### config.mk
export PLATFORM = sky130hd
export DESIGN_NAME = mem_ctrl_pipe_stage
export DESIGN_NICKNAME = d
export VERILOG_FILES = /design/src/rtl/mem_pipe_pkg.sv /design/src/rtl/pipe_skid_buf.sv /design/src/rtl/mem_ctrl_pipe_stage.sv
export SDC_FILE = /design/constraint.sdc
export NUM_CORES = 1
export LEC_CHECK = 0
export ABC_AREA = 0
export CORE_AREA = 2 2 99 101
export CTS_CLUSTER_DIAMETER = 80
export DETAILED_ROUTE_END_ITERATION = 8
export DIE_AREA = 0 0 101 103
export GPL_TIMING_DRIVEN = 0
export HOLD_SLACK_MARGIN = 0.03
export PLACE_DENSITY = 0.71
export SLEW_MARGIN = 20
export SYNTH_ARGS = -nofsm -noshare
export SYNTH_HDL_FRONTEND = slang
export SYNTH_SLANG_ARGS = --single-unit
### constraint.sdc
create_clock -name clk -period 1.2 [get_ports clk]
set_input_delay 0.3 -clock clk [delete_from_list [all_inputs] [get_ports clk]]
set_output_delay 0.3 -clock clk [all_outputs]
set_load 0.02 [all_outputs]
### src/rtl/mem_pipe_pkg.sv
// Shared types for the EX->MEM control/payload pipeline stage: size encodings,
// the bundle layout with its pack/unpack helpers, and the occupancy state encoding.
package mem_pipe_pkg;

  localparam int unsigned MEM_ADDR_W = 32;
  localparam int unsigned MEM_DATA_W = 32;
  localparam int unsigned MEM_SIZE_W = 2;
  localparam int unsigned BUNDLE_W   = 1 + MEM_SIZE_W + 1 + MEM_ADDR_W + MEM_DATA_W;

  localparam logic [MEM_SIZE_W-1:0] MEM_SZ_B = 2'b00;
  localparam logic [MEM_SIZE_W-1:0] MEM_SZ_H = 2'b01;
  localparam logic [MEM_SIZE_W-1:0] MEM_SZ_W = 2'b10;

  typedef struct packed {
    logic                  wr_en;
    logic [MEM_SIZE_W-1:0] mem_size;
    logic                  sz_ex;
    logic [MEM_ADDR_W-1:0] addr;
    logic [MEM_DATA_W-1:0] wdata;
  } mem_bundle_t;

  typedef enum logic [1:0] {
    ST_EMPTY = 2'd0,
    ST_FULL1 = 2'd1,
    ST_FULL2 = 2'd2
  } pipe_state_e;

  localparam mem_bundle_t BUNDLE_RST = '{
    wr_en:    1'b0,
    mem_size: MEM_SZ_W,
    sz_ex:    1'b0,
    addr:     '0,
    wdata:    '0
  };

  function automatic logic [BUNDLE_W-1:0] pack_bundle(input mem_bundle_t b);
    return BUNDLE_W'(b);
  endfunction

  function automatic mem_bundle_t unpack_bundle(input logic [BUNDLE_W-1:0] v);
    return mem_bundle_t'(v);
  endfunction

endpackage

### src/rtl/pipe_skid_buf.sv
// Single-entry skid holding register with a full flag; parks one bundle while
// the downstream stage stalls.
module pipe_skid_buf #(
  parameter int unsigned W = 8
) (
  input  logic         clk,
  input  logic         rst,
  input  logic         clr,
  input  logic         load,
  input  logic         drain,
  input  logic [W-1:0] data_in,
  output logic [W-1:0] data_out,
  output logic         full
);

  always_ff @(posedge clk) begin
    if (rst || clr) begin
      full <= 1'b0;
    end else if (load) begin
      full <= 1'b1;
    end else if (drain) begin
      full <= 1'b0;
    end
  end

  always_ff @(posedge clk) begin
    if (rst) begin
      data_out <= '0;
    end else if (load) begin
      data_out <= data_in;
    end
  end

endmodule

### src/rtl/mem_ctrl_pipe_stage.sv
// EX->MEM pipeline stage for the data-memory control bundle with valid/ready, stall and flush.
// Optional macro PIPE_SKID_EN selects the 2-entry skid version with a registered in_ready.
module mem_ctrl_pipe_stage
  import mem_pipe_pkg::*;
#(
  parameter int unsigned ADDR_W = MEM_ADDR_W,
  parameter int unsigned DATA_W = MEM_DATA_W,
  parameter int unsigned SIZE_W = MEM_SIZE_W
) (
  input  logic              clk,
  input  logic              rst,
  input  logic              rst_ir,
  input  logic              in_valid,
  output logic              in_ready,
  input  logic              wr_en_ir_in,
  input  logic [SIZE_W-1:0] mem_size_ir_in,
  input  logic              sz_ex_ir_in,
  input  logic [ADDR_W-1:0] addr_in,
  input  logic [DATA_W-1:0] wdata_in,
  output logic              out_valid,
  input  logic              out_ready,
  output logic              wr_en_ir_out,
  output logic [SIZE_W-1:0] mem_size_ir_out,
  output logic              sz_ex_ir_out,
  output logic [ADDR_W-1:0] addr_out,
  output logic [DATA_W-1:0] wdata_out
);

  pipe_state_e state, state_nxt;
  mem_bundle_t in_bundle, out_q, skid_bundle;
  logic        in_xfer, out_xfer, load_out, out_from_skid;
`ifdef PIPE_SKID_EN
  logic        load_skid;
`endif

  assign in_bundle = '{
    wr_en:    wr_en_ir_in,
    mem_size: MEM_SIZE_W'(mem_size_ir_in),
    sz_ex:    sz_ex_ir_in,
    addr:     MEM_ADDR_W'(addr_in),
    wdata:    MEM_DATA_W'(wdata_in)
  };

  // Input offered during a flush is dropped even if in_ready is high
  assign out_valid = (state != ST_EMPTY);
  assign in_xfer   = in_valid & in_ready & ~rst_ir;
  assign out_xfer  = out_valid & out_ready;

  always_ff @(posedge clk) begin
    if (rst) begin
      state <= ST_EMPTY;
    end else begin
      state <= state_nxt;
    end
  end

  always_comb begin
    state_nxt = state;
    if (rst_ir) begin
      state_nxt = ST_EMPTY;
    end else begin
      case (state)
        ST_EMPTY: if (in_xfer) state_nxt = ST_FULL1;
        ST_FULL1: begin
`ifdef PIPE_SKID_EN
          if (in_xfer && !out_xfer) state_nxt = ST_FULL2;
`endif
          if (!in_xfer && out_xfer) state_nxt = ST_EMPTY;
        end
        ST_FULL2: if (out_xfer) state_nxt = ST_FULL1;
        default:  state_nxt = ST_EMPTY;
      endcase
    end
  end

  always_comb begin
    load_out      = 1'b0;
    out_from_skid = 1'b0;
`ifdef PIPE_SKID_EN
    load_skid     = 1'b0;
`endif
    case (state)
      ST_EMPTY: load_out = in_xfer;
      ST_FULL1: begin
        load_out  = in_xfer & out_xfer;
`ifdef PIPE_SKID_EN
        load_skid = in_xfer & ~out_xfer;
`endif
      end
      ST_FULL2: begin
        load_out      = out_xfer;
        out_from_skid = out_xfer;
      end
      default: load_out = 1'b0;
    endcase
  end

  // Flush clears the whole output bundle so control fields are never stale
  always_ff @(posedge clk) begin
    if (rst || rst_ir) begin
      out_q <= BUNDLE_RST;
    end else if (load_out) begin
      out_q <= out_from_skid ? skid_bundle : in_bundle;
    end
  end

`ifdef PIPE_SKID_EN
  logic [BUNDLE_W-1:0] skid_q;
  logic                skid_full;

  pipe_skid_buf #(.W(BUNDLE_W)) u_skid (
    .clk      (clk),
    .rst      (rst),
    .clr      (rst_ir),
    .load     (load_skid),
    .drain    (out_from_skid),
    .data_in  (pack_bundle(in_bundle)),
    .data_out (skid_q),
    .full     (skid_full)
  );

  assign skid_bundle = unpack_bundle(skid_q);
  assign in_ready    = ~skid_full;
`else
  assign skid_bundle = BUNDLE_RST;
  assign in_ready    = ~out_valid | out_ready;
`endif

  assign wr_en_ir_out    = out_q.wr_en & out_valid;
  assign mem_size_ir_out = SIZE_W'(out_q.mem_size);
  assign sz_ex_ir_out    = out_q.sz_ex;
  assign addr_out        = ADDR_W'(out_q.addr);
  assign wdata_out       = DATA_W'(out_q.wdata);

endmodule

; Word level (Yosys, flattened, before mapping)
; Cells that the tools add are included.
[totals]
register_bits = 70
latchBits = 0
mem_bits_rw = 0
rom_bits = 0
inputBits = 73
output_inout_bits = 70
elab_cells = 33
memories = 0
[classes]
addsub = 0
multipliers = 0
div = 0
order_cmp = 0
n_eq_ne = 5
n_shift = 0
muxes = 7
bitwise_logic = 8
reduce_logical = 7
[ops]
columns = op, n
row1 = 68-bit 2-to-1 mux, 1
row2 = 2-bit 2-to-1 mux, 3
row3 = 2-bit inequality test (second input constant), 3
row4 = 2-bit case mux with 3 select lines, 1
row5 = 1-bit AND, 5
row6 = 1-bit case mux with 3 select lines, 1
row7 = 3-bit AND reduction, 1
row8 = 2-bit by 1-bit == test with 1-bit output (second input constant), 1
row9 = 2-bit == test (second input constant), 1
row10 = 2-bit logical NOT, 1
row11 = 1-bit inverter, 2
row12 = 2-bit nonzero test, 1
row13 = 2-bit OR reduction, 1
row14 = 1-bit logical AND, 1
row15 = 1-bit logical NOT, 1
row16 = 1-bit logical OR, 1
row17 = 1-bit 2-to-1 mux, 1
row18 = 1-bit bitwise OR, 1

; Logic depth before layout (Yosys ltp)
; Gate-level depths: netlist of the first run.
[logic_depth]
word_depth = 9
depth_mapped = 6

; Worst setup path before layout of the first run
; Ideal clock, no wire load.
[synth_timing]
kind = register -> register
from = reg state[0]
to = reg out_q, in the netlist addr_out[10]
arrival_ns = 1.232
required_ns = 1.133
setup_slack_ns = -0.099
stages_incl_launch_ff = 6
path_buffers = 2
period_less_slack_ns = 1.299
path_cell_list = dfxtp_1 nand2b_1 buf_2 clkbuf_1 nand4_1 o21ai_2
[synth_between]
elab_chain_len = 7
elab_cells_between_ends = 13
classes_between = eq/ne (2) / mux (3) / bitwise (6) / reduce/logical (2)
[synth_lines]
columns = element, line_no
row1 = from (decl), mem_ctrl_pipe_stage.sv:29  ; pipe_state_e state, state_nxt;
row2 = from (signal assigned), mem_ctrl_pipe_stage.sv:53  ; state <= state_nxt;
row3 = 2-bit nonzero test (*), mem_ctrl_pipe_stage.sv:45  ; assign out_valid = (state != ST_EMPTY);
row4 = 1-bit inverter (*), mem_ctrl_pipe_stage.sv:126  ; assign in_ready = ~out_valid | out_ready;
row5 = 1-bit bitwise OR (*), mem_ctrl_pipe_stage.sv:126
row6 = via in_ready, mem_ctrl_pipe_stage.sv:14  ; output logic in_ready,
row7 = 1-bit AND (*) (2 in a row), mem_ctrl_pipe_stage.sv:46  ; assign in_xfer = in_valid & in_ready & ~rst_ir;
row8 = 1-bit AND, mem_ctrl_pipe_stage.sv:85  ; load_out = in_xfer & out_xfer;
row9 = 1-bit case mux with 3 select lines (*), mem_ctrl_pipe_stage.sv:82  ; case (state)
row10 = to (signal assigned), mem_ctrl_pipe_stage.sv:103  ; out_q <= out_from_skid ? skid_bundle : in_bundle;
row11 = to (decl), mem_ctrl_pipe_stage.sv:30  ; mem_bundle_t in_bundle, out_q, skid_bundle;
; The timed path passes the listed nets; every way through them passes the cells marked *.
; A chain may end at the register's enable or synchronous reset.

; Worst setup path after layout of the first run
[layout_timing]
from = reg state[0]
to = out wr_en_ir_out
[layout_between]
elab_chain_len = 2
[layout_lines]
columns = element, line_no
row1 = 2-bit nonzero test, mem_ctrl_pipe_stage.sv:45
row2 = 1-bit AND, mem_ctrl_pipe_stage.sv:129  ; assign wr_en_ir_out = out_q.wr_en & out_valid;
row3 = to (decl), mem_ctrl_pipe_stage.sv:22  ; output logic wr_en_ir_out,
; Every way passes these cells.

==> summary.md, run 1 <==
| Metric | Value |
|---|---|
| Worst clock skew | `9.39 ps` |
| Layout cells sized above 1 | `52.5%` |
| Mapped Area | `3210 sq um` |
| First-pass GRT wire length | `15800 microns` |
| First-pass detailed-route iteration total | `4` |
| Maximum vdd drop | `0.485 mV` |
| Cell with the most instances after synthesis | `dfxtp_1` |
| CP Class | `flip-flop to primary output` |
| Die ar. | `10400 sq um` |
| Clock Path Buffers | `2` |
| Area Growth Syn to Fin | `63.7%` |
| Endpoints failing setup | `57` |
| Vias | `3041` |
| CTS tree | `yes` |
| Status | `complete, but fails checks` |
| Fin Hold WS | `358 ps` |
| Finished layout cell area | `5260 sq um` |
| Met1 Use GR | `24.6%` |
| Final wirelength | `10200 microns` |
| Clock sink count | `69` |
| PD cells | `956 nW/um^2` |
| Dominant cells by area after synthesis | `dfxtp_1 43%, buf_4 16%, nand4_1 13%, nand2_1 7.8%, o21ai_0 6.5%` |
| Commonest register cell after synthesis | `dfxtp_1` |
| Top cell type's share of synthesized area | `43.0%` |
| Total Power | `5.03 mW` |
| Worst min-delay path category | `input pin to flip-flop` |
| Worst-path clk slew | `70 ps` |
| Flops & latches, synth | `69` |
| Number of vias per cell | `4.96` |
| Synthesized Nets | `456` |
| # IOs | `143` |
| Routability Congestion | `0.755` |
| Commonest cells in the netlist | `69 x dfxtp_1, 67 x buf_4, 67 x nand2_1, 67 x nand4_1, 42 x o21ai_0` |
| Avg WL per Cell | `16.6 microns` |
| Met2 usage | `32.1%` |
| Clk_lat worst skew | `330 ps` |
| Grt ovf | `0` |
| Antenna Nets Post-Route | `0` |
| Number of enable flip-flop cells after synthesis | `0` |
| Diodes inserted | `0` |
| CP Launch Type | `flip-flop` |
| GRT Total Usage | `19.1%` |
| Yosys top cell by area | `dfxtp_1` |
| RSZ-0062 raised after global routing | `true` |
| Antenna violations before repair | `0` |
| Max-cap violations | `0` |
| Lkg Pwr | `2.10 nW` |
| Unique cell type count in the Yosys netlist | `20` |
| CP startpoint | `state[0]` |
| Fill cells | `865` |
| Row Count | `36` |
| Post-placement cell area | `4780 sq um` |
| Gr busiest metal | `met2` |
| Async S/R FF share, synth | `0%` |
| Final worst setup slack | `-156 ps` |
| Die Height | `103 microns` |
| Mapped Cells | `383` |
| Seq/Total Area, Yosys | `43.0%` |
| F_max | `738 MHz` |
| Slew Limit Fails | `0` |
| Number of global-route vias before repair | `3136` |
| Failing checks | `setup timing` |
| Met3 Use GR | `5.02%` |
| Placeable Area | `9460 sq um` |
| Critical Path AT | `1060 ps` |
| Max FO, Critical Path | `3` |
| IO buf count | `142` |
| DRC Markers | `0` |
| Cts hold-fix bufs | `0` |
| HPWL after detailed placement | `6740 microns` |
| Worst Setup End Kind | `primary output` |
| Hold Vio Cnt, Final | `0` |
| Worst slew margin | `69.8%` |
| Mean post-synth cell area | `8.39 sq um` |
| HP Start | `in_valid` |
| Measured slew at the worst slew-check pin | `454 ps` |
| Shortest period the worst path allows | `1360 ps` |
| Layout Nets | `567` |
| Pin count of the biggest net entering global routing | `11` |
| H-tree levels | `3` |
| Final core utilization | `55.6%` |
| Die width | `101 microns` |
| Initial Util | `34.0%` |
| Iteration-0 DRC count of the detailed router | `115` |
| Clock Tree Root | `clkbuf_8` |
| Fin crit share | `113%` |
| Yosys warning count | `0` |
| Critical R2R Launch | `state[0]` |
| Worst EP required | `900 ps` |
| TritonCTS buffer count | `9` |
cell usage in the layout, fill, tap and decap left out, drive strengths merged:
| master | Yosys | final |
|---|---|---|
| buf | 79 | 108 |
| dfxtp | 69 | 69 |
| clkdlybuf4s50 | 0 | 68 |
| nand2 | 67 | 67 |
| nand4 | 67 | 67 |
| o21ai | 67 | 67 |
| clkbuf | 24 | 38 |
| dlygate4sd2 | 0 | 3 |
| and2 | 2 | 2 |
| inv | 2 | 2 |
| nand2b | 1 | 1 |
| nor2b | 1 | 1 |
| nor2 | 1 | 1 |
| nand3 | 1 | 1 |
| o211ai | 1 | 1 |
| a21boi | 1 | 1 |
| clkinv | 0 | 1 |
| dlymetal6s2s | 0 | 1 |
worst max-delay path, cell delays in order (launching register included):
cell and delay [ps]:
dfxtp_4 360, buf_6 110, and2_4 120, buf_6 120
layout make-up:
| type | count | area, sq um | area share (%) |
|---|---|---|---|
| clock inverters | 1 | 5.00 | 0.0951 |
| inverters | 2 | 7.51 | 0.143 |
| repair buffers | 168 | 1840 | 34.9 |
| flip-flops and latches | 69 | 1470 | 27.9 |
| clock buffers | 15 | 166 | 3.16 |
| multi-input cells | 209 | 1260 | 24.0 |
| well taps | 114 | 143 | 2.71 |
| plain buffers | 35 | 372 | 7.06 |
flip-flops by register name, summed over array words and instances (netlist names):
signal and flops:
addr_out 32, mem_size_ir_out 2, out_q 1, state 1
sz_ex_ir_out 1, wdata_out 32
cell families (layout without fill, tap and decap cells):
group / count (synthesis) / in the layout / synth area share, %
buf+inv: 105 / 221 / 21.5
simple gates: 140 / 140 / 22.2
compound gates: 69 / 69 / 13.3
flops: 69 / 69 / 43.0
timing repair:
item                       4_1_cts  5_1_grt
setup buffers                   13        5
gates resized for setup        655       43
gates cloned                     5        3
setup endpoints to repair      139      127
pin swaps                       10        4
where the power goes:
group / leakage (nW) / switching [mW] / total, mW / internal, mW
registers: 0.591 / 0.0421 / 2.39 / 2.35
logic: 1.42 / 0.401 / 0.938 / 0.537
clock network: 0.0877 / 0.830 / 1.70 / 0.866
metrics by stage:
step / cells / TNS [ps] / worst slack [ps]
3_5_place_dp: 639 / -54380 / -1080
5_1_grt: 613 / -6390 / -194
2_1_floorplan: 383 / 0 / 8.64
3_3_place_gp: 639 / -52790 / -1080
4_1_cts: 661 / -9330 / -242
6_report: 613 / -3630 / -156
metal layers:
layer | share of wire, % | vias to the layer above
met5 | 0 | -
met4 | 0.68 | 0
met3 | 5.6 | 7
met2 | 49 | 97
met1 | 45 | 1446
li1 | - | 1491
final timing paths:
| check | to | slack [ps] | cells past startpoint |
|---|---|---|---|
| max | wr_en_ir_out | -160 | 3 |
| min | state[0] | 360 | 3 |
| max reg2reg | addr_out[8] | -100 | 6 |
| min reg2reg | sz_ex_ir_out | 460 | 2 |
No activity file was read; power rests on OpenSTA's default activity.
==> run 2: changes to the inputs <==
- ABC_CLOCK_PERIOD_IN_PS: not set -> 1200
==> results of run 2 <==
No change in the layout: final DEF, timing and power equal those of run 1.
